**src/rtl/axi4_pkg.sv**
```systemverilog
// Shared AXI4 types and constants for the burst master and its checkers.
package axi4_pkg;

    typedef enum logic [1:0] {
        BURST_FIXED = 2'b00,
        BURST_INCR  = 2'b01,
        BURST_WRAP  = 2'b10
    } burst_t;

    localparam logic [1:0] RESP_OKAY   = 2'b00;
    localparam logic [1:0] RESP_EXOKAY = 2'b01;
    localparam logic [1:0] RESP_SLVERR = 2'b10;
    localparam logic [1:0] RESP_DECERR = 2'b11;

    typedef enum logic [2:0] {
        S_IDLE, S_AR, S_R, S_AW, S_W, S_B, S_DONE
    } state_t;

    localparam int unsigned BOUNDARY_4K = 4096;

    // AxSIZE encoding: log2 of the bus width in bytes.
    function automatic logic [2:0] axsize(input int unsigned data_width);
        logic [2:0] s;
        s = 3'd0;
        for (int i = 0; i < 8; i++) begin
            if ((32'd1 << i) == data_width / 8) s = 3'(i);
        end
        return s;
    endfunction

endpackage

```
**src/rtl/axi4_boundary_check.sv**
```systemverilog
// Combinational legality check for an INCR burst: start address aligned to
// the bus width and the whole burst contained within one 4 KB page.
module axi4_boundary_check
    import axi4_pkg::*;
#(
    parameter int DATA_WIDTH = 32
) (
    input  logic [11:0] addr_i,   // only the page offset matters
    input  logic [7:0]  len_i,
    output logic        ok_o
);
    localparam int unsigned BYTES = DATA_WIDTH / 8;
    localparam logic [2:0]  SZ    = axsize(DATA_WIDTH);

    logic [31:0] end_off;
    logic        aligned;

    // Offset of the byte just past the burst, relative to the page base.
    always_comb begin
        end_off = 32'(addr_i) + ((32'(len_i) + 32'd1) << SZ);
        aligned = (32'(addr_i) & (BYTES - 1)) == 32'd0;
        ok_o    = aligned && (end_off <= BOUNDARY_4K);
    end

endmodule

```
**src/rtl/axi4_burst_master.sv**
```systemverilog
// Single-command AXI4 INCR burst master: one read or write burst at a time,
// with local valid/ready streams for write and read data.
// Optional build macro AXI4_MASTER_TIMEOUT_EN adds a stall watchdog and the
// err_timeout output.
module axi4_burst_master
    import axi4_pkg::*;
#(
    parameter int ADDR_WIDTH     = 32,
    parameter int DATA_WIDTH     = 32,
    parameter int MAX_BEATS      = 256,
    parameter int TIMEOUT_CYCLES = 1024
) (
    input  logic                    clk,
    input  logic                    rst_n,
    input  logic                    cmd_valid,
    output logic                    cmd_ready,
    input  logic                    cmd_write,
    input  logic [ADDR_WIDTH-1:0]   cmd_addr,
    input  logic [7:0]              cmd_len,
    input  logic [DATA_WIDTH-1:0]   wr_data,
    input  logic [DATA_WIDTH/8-1:0] wr_strb,
    input  logic                    wr_valid,
    output logic                    wr_ready,
    output logic [DATA_WIDTH-1:0]   rd_data,
    output logic                    rd_last,
    output logic                    rd_valid,
    input  logic                    rd_ready,
    output logic                    done,
    output logic [1:0]              done_resp,
    output logic [ADDR_WIDTH-1:0]   m_axi_awaddr,
    output logic [7:0]              m_axi_awlen,
    output logic [2:0]              m_axi_awsize,
    output logic [1:0]              m_axi_awburst,
    output logic [3:0]              m_axi_awcache,
    output logic [2:0]              m_axi_awprot,
    output logic                    m_axi_awvalid,
    input  logic                    m_axi_awready,
    output logic [DATA_WIDTH-1:0]   m_axi_wdata,
    output logic [DATA_WIDTH/8-1:0] m_axi_wstrb,
    output logic                    m_axi_wlast,
    output logic                    m_axi_wvalid,
    input  logic                    m_axi_wready,
    input  logic [1:0]              m_axi_bresp,
    input  logic                    m_axi_bvalid,
    output logic                    m_axi_bready,
    output logic [ADDR_WIDTH-1:0]   m_axi_araddr,
    output logic [7:0]              m_axi_arlen,
    output logic [2:0]              m_axi_arsize,
    output logic [1:0]              m_axi_arburst,
    output logic                    m_axi_arvalid,
    input  logic                    m_axi_arready,
    input  logic [DATA_WIDTH-1:0]   m_axi_rdata,
    input  logic [1:0]              m_axi_rresp,
    input  logic                    m_axi_rlast,
    input  logic                    m_axi_rvalid,
    output logic                    m_axi_rready
`ifdef AXI4_MASTER_TIMEOUT_EN
    ,output logic                   err_timeout
`endif
);
    // One extra bit so that a 256-beat burst counts to 256 without wrapping.
    localparam int BEAT_W = $clog2(MAX_BEATS) + 1;

    state_t                state_q, state_d;
    logic [ADDR_WIDTH-1:0] addr_q, addr_d;
    logic [7:0]            len_q, len_d;
    logic [BEAT_W-1:0]     beat_q, beat_d;
    logic [1:0]            resp_q, resp_d;
    logic                  rlast_err_q, rlast_err_d;
    logic                  cmd_ok;
    logic                  last_beat;
    logic                  tmo_cmd;

    axi4_boundary_check #(.DATA_WIDTH(DATA_WIDTH)) u_chk (
        .addr_i (cmd_addr[11:0]),
        .len_i  (cmd_len),
        .ok_o   (cmd_ok)
    );

    assign m_axi_awaddr  = addr_q;
    assign m_axi_araddr  = addr_q;
    assign m_axi_awlen   = len_q;
    assign m_axi_arlen   = len_q;
    assign m_axi_awsize  = axsize(DATA_WIDTH);
    assign m_axi_arsize  = axsize(DATA_WIDTH);
    assign m_axi_awburst = BURST_INCR;
    assign m_axi_arburst = BURST_INCR;
    assign m_axi_awcache = 4'b0011;
    assign m_axi_awprot  = 3'b000;
    assign m_axi_wdata   = wr_data;
    assign m_axi_wstrb   = wr_strb;
    assign rd_data       = m_axi_rdata;
    assign last_beat     = (beat_q == BEAT_W'(len_q));

    // State and per-command context registers.
    always_ff @(posedge clk or negedge rst_n) begin
        if (!rst_n) begin
            state_q     <= S_IDLE;
            addr_q      <= '0;
            len_q       <= '0;
            beat_q      <= '0;
            resp_q      <= RESP_OKAY;
            rlast_err_q <= 1'b0;
        end else begin
            state_q     <= state_d;
            addr_q      <= addr_d;
            len_q       <= len_d;
            beat_q      <= beat_d;
            resp_q      <= resp_d;
            rlast_err_q <= rlast_err_d;
        end
    end

    // Next-state and handshake outputs; valids only rise on state entry.
    always_comb begin
        state_d       = state_q;
        addr_d        = addr_q;
        len_d         = len_q;
        beat_d        = beat_q;
        resp_d        = resp_q;
        rlast_err_d   = rlast_err_q;
        cmd_ready     = 1'b0;
        m_axi_awvalid = 1'b0;
        m_axi_wvalid  = 1'b0;
        m_axi_wlast   = 1'b0;
        wr_ready      = 1'b0;
        m_axi_bready  = 1'b0;
        m_axi_arvalid = 1'b0;
        m_axi_rready  = 1'b0;
        rd_valid      = 1'b0;
        rd_last       = 1'b0;
        done          = 1'b0;
        done_resp     = RESP_OKAY;
        unique case (state_q)
            S_IDLE: begin
                // Held low while in reset so no command looks accepted.
                cmd_ready = rst_n;
                if (cmd_valid) begin
                    addr_d      = cmd_addr;
                    len_d       = cmd_len;
                    beat_d      = '0;
                    rlast_err_d = 1'b0;
                    if (!cmd_ok) begin
                        resp_d  = RESP_SLVERR;
                        state_d = S_DONE;
                    end else begin
                        resp_d  = RESP_OKAY;
                        state_d = cmd_write ? S_AW : S_AR;
                    end
                end
            end
            S_AR: begin
                m_axi_arvalid = 1'b1;
                if (m_axi_arready) state_d = S_R;
            end
            S_R: begin
                m_axi_rready = rd_ready;
                rd_valid     = m_axi_rvalid;
                rd_last      = last_beat;
                if (m_axi_rvalid && rd_ready) begin
                    beat_d = beat_q + BEAT_W'(1);
                    if (m_axi_rresp > resp_q) resp_d = m_axi_rresp;
                    if (m_axi_rlast != last_beat) rlast_err_d = 1'b1;
                    if (last_beat) state_d = S_DONE;
                end
            end
            S_AW: begin
                m_axi_awvalid = 1'b1;
                if (m_axi_awready) state_d = S_W;
            end
            S_W: begin
                m_axi_wvalid = wr_valid;
                wr_ready     = m_axi_wready;
                m_axi_wlast  = last_beat;
                if (wr_valid && m_axi_wready) begin
                    beat_d = beat_q + BEAT_W'(1);
                    if (last_beat) state_d = S_B;
                end
            end
            S_B: begin
                m_axi_bready = 1'b1;
                if (m_axi_bvalid) begin
                    resp_d  = m_axi_bresp;
                    state_d = S_DONE;
                end
            end
            S_DONE: begin
                done      = 1'b1;
                done_resp = tmo_cmd     ? RESP_DECERR :
                            rlast_err_q ? RESP_SLVERR : resp_q;
                state_d   = S_IDLE;
            end
            default: state_d = S_IDLE;
        endcase
    end

`ifdef AXI4_MASTER_TIMEOUT_EN
    localparam logic [15:0] TMO_LIMIT = 16'(TIMEOUT_CYCLES);

    logic [15:0] tmo_cnt_q, tmo_cnt_d;
    logic        err_q, tmo_cmd_q, any_hs;

    assign any_hs = (m_axi_awvalid && m_axi_awready) || (m_axi_wvalid && m_axi_wready) ||
                    (m_axi_arvalid && m_axi_arready) || (m_axi_rvalid && m_axi_rready) ||
                    (m_axi_bvalid && m_axi_bready);

    // Stall counter: any progress or idling restarts it; saturates at the limit.
    always_comb begin
        tmo_cnt_d = tmo_cnt_q;
        if (state_q == S_IDLE || any_hs) tmo_cnt_d = '0;
        else if (tmo_cnt_q != TMO_LIMIT) tmo_cnt_d = tmo_cnt_q + 16'd1;
    end

    // Sticky error plus a per-command flag that overrides the final response.
    always_ff @(posedge clk or negedge rst_n) begin
        if (!rst_n) begin
            tmo_cnt_q <= '0;
            err_q     <= 1'b0;
            tmo_cmd_q <= 1'b0;
        end else begin
            tmo_cnt_q <= tmo_cnt_d;
            if (tmo_cnt_d == TMO_LIMIT) begin
                err_q     <= 1'b1;
                tmo_cmd_q <= 1'b1;
            end else if (state_q == S_IDLE) begin
                tmo_cmd_q <= 1'b0;
            end
        end
    end

    assign err_timeout = err_q;
    assign tmo_cmd     = tmo_cmd_q;
`else
    assign tmo_cmd = 1'b0;
`endif

endmodule

```
**config.mk**
```make
export PLATFORM = sky130hd
export DESIGN_NAME = axi4_burst_master
export DESIGN_NICKNAME = d
export VERILOG_FILES = /design/src/rtl/axi4_pkg.sv /design/src/rtl/axi4_boundary_check.sv /design/src/rtl/axi4_burst_master.sv
export SDC_FILE = /design/constraint.sdc
export NUM_CORES = 1
export LEC_CHECK = 0
export ABC_AREA = 1
export ABC_CLOCK_PERIOD_IN_PS = 1700
export CORE_UTILIZATION = 27
export DETAILED_ROUTE_END_ITERATION = 8
export HOLD_SLACK_MARGIN = 0.06
export MAX_ROUTING_LAYER = met4
export PLACE_DENSITY = 0.65
export SYNTH_ARGS = -nofsm -noshare
export SYNTH_HDL_FRONTEND = slang
export SYNTH_HIERARCHICAL = 1
export SYNTH_SLANG_ARGS = --single-unit
```
**constraint.sdc**
```tcl
create_clock -name clk -period 1.7 [get_ports clk]
set_input_delay 0.34 -clock clk [delete_from_list [all_inputs] [get_ports clk]]
set_output_delay 0.34 -clock clk [all_outputs]
set_load 0.005 [all_outputs]
```
## Word-level counts from Yosys, hierarchy flattened

Index checks and enable logic that the tools add are counted.

- Bits in registers: 55
- Bits in latches: 0
- Bits in writable memories: 0
- Bits in read-only memories: 0
- Bits of input ports: 124
- Output and inout bits: 178
- Logic and storage cells: 80
- Memories kept: 0

- Add/sub/neg operators: 3
- $mul: 0
- Div/mod/pow operators: 0
- $lt $le $gt $ge: 2
- Equality and inequality tests: 18
- Shift operators: 0
- Multiplexer cells: 38
- Bitwise gates (word level): 0
- Reduce and logical (&&, ||, !) cells: 13

Operators by type and width:

| kind | number |
|---|---|
| $add 12x32->32 | 1 |
| $le 32x13->1 const B | 1 |
| $logic_not 32->1 | 1 |
| $mux 3 | 9 |
| $mux 9 | 3 |
| $pmux 9 s3 | 1 |
| $ne 2x2->1 const B | 10 |
| $pmux 3 s6 | 1 |
| $mux 2 | 8 |
| $mux 1 | 14 |
| $add 8x1->9 const B | 1 |
| $add 9x1->9 const B | 1 |
| $eq 3x3->1 const B | 3 |
| $eq 9x8->1 | 1 |
| $reduce_and 4->1 | 2 |
| $reduce_and 8->1 | 1 |
| $eq 3x2->1 const B | 2 |
| $pmux 2 s3 | 1 |
| $reduce_bool 3->1 | 2 |
| $reduce_and 5->1 | 1 |
| $eq 3x1->1 const B | 1 |
| $logic_and 1x1->1 | 3 |
| $logic_not 3->1 | 1 |
| $gt 2x2->1 | 1 |
| other kinds (4) | 4 |

## Logic depth before layout (Yosys ltp)

- Depth in word-level cells: 7
- Gate-level depth with buffers: 18
- Mapped depth without buffers: 18

## Cells and area by module

Netlist, hierarchy kept.

Modules (own cells, without submodules):

| module | instances | cells each | area each (sq um) | sequential area each (sq um) |
|---|---|---|---|---|
| axi4_burst_master | 1 | 481 | 3,717.3 | 1,376.3 |
| axi4_boundary_check | 1 | 128 | 674.4 | 0.0 |

## Worst setup path before layout

No wires, ideal clock.

- Kind: input -> register
- Start: in cmd_len[0]
- End: reg state_q[2]
- Library setup time: 117 ps
- Data arrival time: 2,429 ps
- Data required time: 1,583 ps
- Setup slack: -845 ps
- Stages on the path: 16
- Buffers on the path: 0
- Path through: ha_1 > nand3_1 > nor3b_1 > xnor2_1 > inv_1 > ha_1 > nand2_1 > inv_1 > a21oi_1 > nand3b_1 > a21oi_1 > nand3_1 > a21oi_1 > o2111ai_1 > nand3_1 > nand2_1

- Cells in the longest elaborated chain, start to end: 7

Ends and longest elaborated chain:

| what | line | RTL |
|---|---|---|
| from (decl) | axi4_burst_master.sv:19 | `input logic [7:0] cmd_len,` |
| $add 8x1->9 | axi4_boundary_check.sv:20 | `end_off = 32'(addr_i) + ((32'(len_i) + 32'd1) << SZ);` |
| $add 12x32->32 | axi4_boundary_check.sv:20 |  |
| $le 32x13->1 | axi4_boundary_check.sv:22 | `ok_o = aligned && (end_off <= BOUNDARY_4K);` |
| $logic_and 1x1->1 | axi4_boundary_check.sv:22 |  |
| named net cmd_ok | axi4_burst_master.sv:70 | `logic cmd_ok;` |
| $mux 3 | axi4_burst_master.sv:143 | `if (!cmd_ok) begin` |
| $mux 3 | axi4_burst_master.sv:138 | `if (cmd_valid) begin` |
| $pmux 3 s6 | axi4_burst_master.sv:134 | `unique case (state_q)` |
| to (signal assigned) | axi4_burst_master.sv:105 | `state_q <= state_d;` |
| to (decl) | axi4_burst_master.sv:64 | `state_t state_q, state_d;` |

The timed path passes the listed nets, and every way through them passes these cells. The select of a mux whose other input is x is not followed.
A chain may end at the register's enable or synchronous reset.

## Final worst setup path

- Start: in cmd_len[1]
- End: reg resp_q[1]

- Cells in the longest elaborated chain, start to end: 7

Ends and longest elaborated chain:

| what | line | RTL |
|---|---|---|
| $add 8x1->9 | axi4_boundary_check.sv:20 |  |
| $add 12x32->32 | axi4_boundary_check.sv:20 |  |
| $le 32x13->1 | axi4_boundary_check.sv:22 |  |
| $logic_and 1x1->1 | axi4_boundary_check.sv:22 |  |
| named net cmd_ok | axi4_burst_master.sv:70 |  |
| $mux 2 | axi4_burst_master.sv:143 |  |
| $mux 2 | axi4_burst_master.sv:138 |  |
| $pmux 2 s3 | axi4_burst_master.sv:134 |  |
| to (signal assigned) | axi4_burst_master.sv:109 | `resp_q <= resp_d;` |
| to (decl) | axi4_burst_master.sv:68 | `logic [1:0] resp_q, resp_d;` |

The timed path passes the listed nets, and every way through them passes these cells. The select of a mux whose other input is x is not followed.

==> results.txt <==
Worst Skew = 8.681 ps
fin util = 42.08%
Remaining DRCs = 0
Worst path slowest cell = ha_4
drt via density = 4.196
die width = 129.5 um
clock latency at the later pin of the worst-skew pair = 300 ps
Iter 0 DRT Violations = 160
GRT Resource Usage Total = 15.19%
fin crit share = 139.3%
largest net degree at the start of global routing = 56
Crit path max-delay family = simple AND/OR/NAND/NOR gates
ranking of synthesized cells by area = dfrtp_1 31%, buf_4 22%, nand2_1 17%
Post-DP Area = 5811 um^2
slowest stage delay, CP = 300 ps
Final Hold Vio Count = 0
grt ovf = 0
top-count cell post-synth = nand2_1
Area Overhead vs Synth = 52.19%
Placer Congestion = 0.8372
max-cap violations = 0
startpoint type of the worst setup path = input port
die area = 16780 um^2
TritonCTS buffer count = 5
fin worst setup slack = -667.3 ps
crit-path cells = buf_8 > ha_4 > nand3_4 > nor3b_4 > xnor2_1 > inv_1 > ha_4 > nand2_2 > nor2_1 > nand2_1 > nand2_1 > nand2_2 > buf_4 > a21boi_4 > a21oi_4 > buf_4 > o31ai_4 > nand2_1 > o21ai_1
Num Clock Sinks = 55
Ys Warns = 6
initial core utilization = 27.65%
Final Setup Violations = 23
Crit Path Category = in -> reg
FF-to-FF Start = state_q[0]
crit path time final = 2367 ps
power density over cell area = 1503 nW/um^2
P_leak = 0.003343 uW
area taken by multi-input logic gates = 2265 um^2
Post-Syn Instances = 609
Synth top cells by count = 199 x nand2_1, 130 x buf_4, 57 x inv_1, 55 x dfrtp_1, 36 x nor2_1
number of synthesized flops with an enable pin = 0
critical path capture point type = register
mux share of post-synthesis cell area = 0%
cells on worst reg2reg path = 11
RSZ-0062 raised after global routing = yes
XOR/XNOR Fraction of Synth Area = 1.595%
ant diodes = 0
I/O pin count = 302
first-pass iteration count of the detailed router = 4
Final nets = 890
site row count = 46
Hold WC Path Type = in -> async
core area = 15890 um^2
Critical Path Most Common Cell = nand2_1
Critical Path AT = 2590 ps
violated checks = setup timing
vias in the first global route = 3823
post-synth top area share = 31.34%
FFs w/ async S/R, synth = 100.0%
flops & latches, synth = 55
Port Buffers = 148
main combinational cell family by area after synthesis = buffers and inverters
Cell variety after synth = 43
outcome = complete, but fails checks
register-to-register setup slack = -50 ps
Post-Syn Area per Cell = 7.211 um^2
Slew HR = 50.94%
die height = 129.5 um
ratio of cells with drive above 1 in the final layout = 32.01%
Seq/Total Area, Yosys = 31.34%
register area = 1378 um^2
required time worst endpoint = 1920 ps
initial antenna violation count = 0
post-synthesis compound-gate area fraction = 6.040%
Via Count = 4066
wire length of the first global-routing pass = 19110 um
Root Buffer = clkbuf_16
drt total wl = 13030 um
Main synth FF type = dfrtp_1
Max Buffers Root-to-Sink = 2
cell depth of the worst setup path = 19
post-route cell area = 6684 um^2
Setup TNS = -3607 ps
Post-Synth Adder-Cell Area = 4.160%
Post-DP HPWL = 9425 um
Peak Freq = 0.4224 GHz
post-synthesis simple-gate area fraction = 28.32%
CTS tree = built
Buf+Inv Stages, Crit Path = 4
clock-pin slew on the worst setup and hold paths = 70 ps
H-tree depth reported by CTS = 2
Routed Antenna Nets = 0
CTS Hold Buffers Added = 0
post-DR wirelength/cell = 13.45 um
area leader, netlist = dfrtp_1
Max VDD drop = 0.5119 mV
FILL cells = 1599
Worst Path Max Fanout = 4
mapped cell area = 4392 um^2
RR Endpoint = beat_q[4]
final slew viol count = 0
actual slew at the worst max-slew pin = 735.9 ps
==> worst max path at each step <==
stage                 endpoint       start  slack [ps]
floorplan           state_q[1]  cmd_len[0]        -640
global placement    state_q[1]  cmd_len[0]       -1490
detailed placement  state_q[1]  cmd_len[0]       -1640
CTS                 state_q[1]  cmd_len[0]        -630
global route        state_q[1]  cmd_len[1]        -870
finish               resp_q[1]  cmd_len[1]        -670
==> placed cells by master, fill, tap and decap left out, types with 12 or more instances in the layout <==
master / instances
dfrtp_1: 54
nand2_2: 23
nor2_1: 25
inv_2: 13
clkdlybuf4s50_1: 123
buf_6: 17
nand2_4: 13
nand2_1: 164
conb_1: 17
buf_4: 87
inv_1: 48
nand3_1: 20
nor2_2: 12
==> power breakdown <==
group          switching, uW  internal [uW]
Combinational           2900           3740
Sequential               472           1860
Clock                    481            591
==> layer usage <==
layer / up-vias / routed length [um] / track usage, % / share of wire [%]
met5: - / 0 / - / 0
met4: 0 / 214 / 5.198 / 1.6
met3: 24 / 727 / 3.799 / 5.6
met2: 124 / 6310 / 24.41 / 48
met1: 1898 / 5780 / 18.53 / 44
li1: 2020 / - / - / -
==> final cells by class <==
cell class                      count  share of cell area (%)
Timing Repair Buffer              255                   35.55
Multi-Input combinational cell    372                   33.88
Sequential cell                    55                   20.61
Tap cell                          216                   4.043
Inverter                           63                   3.650
Clock buffer                        7                   2.134
Clock inverter                      1                  0.1310
==> sequential cells by signal, summed over array words and instances, names as in the netlist <==
| register | count |
|---|---|
| state_q | 3 |
| m_axi_araddr | 32 |
| rlast_err_q | 1 |
| m_axi_arlen | 8 |
| resp_q | 2 |
| beat_q | 9 |
==> metrics by stage <==
step / power (uW) / worst slack [ps] / hold WS [ps] / cells
floorplan: 5241 / -639.5 / 44.41 / 624
detailed placement: 7797 / -1636 / 490.6 / 925
global route: 10820 / -871.5 / 284.2 / 969
CTS: 9421 / -628.7 / 258.4 / 950
finish: 10050 / -667.3 / 215.2 / 969
global placement: 7721 / -1490 / 483.6 / 925
==> timing repair <==
item                                    CTS  global route
buffers inserted                         17            17
gates resized for setup                 111            91
cloned                                    1             3
endpoints found under the setup margin   21            60
pin swaps                                30            36
==> cells by family after synthesis <==
logic type | after synthesis
buffers and inverters | 198
DFF | 55
and+or+nand+nor | 290
AOI/OAI and AO/OA | 42
adders and majority gates | 14
xor gates and xnor gates | 8
other | 2
Note: power is estimated with default switching activity, not from simulation.
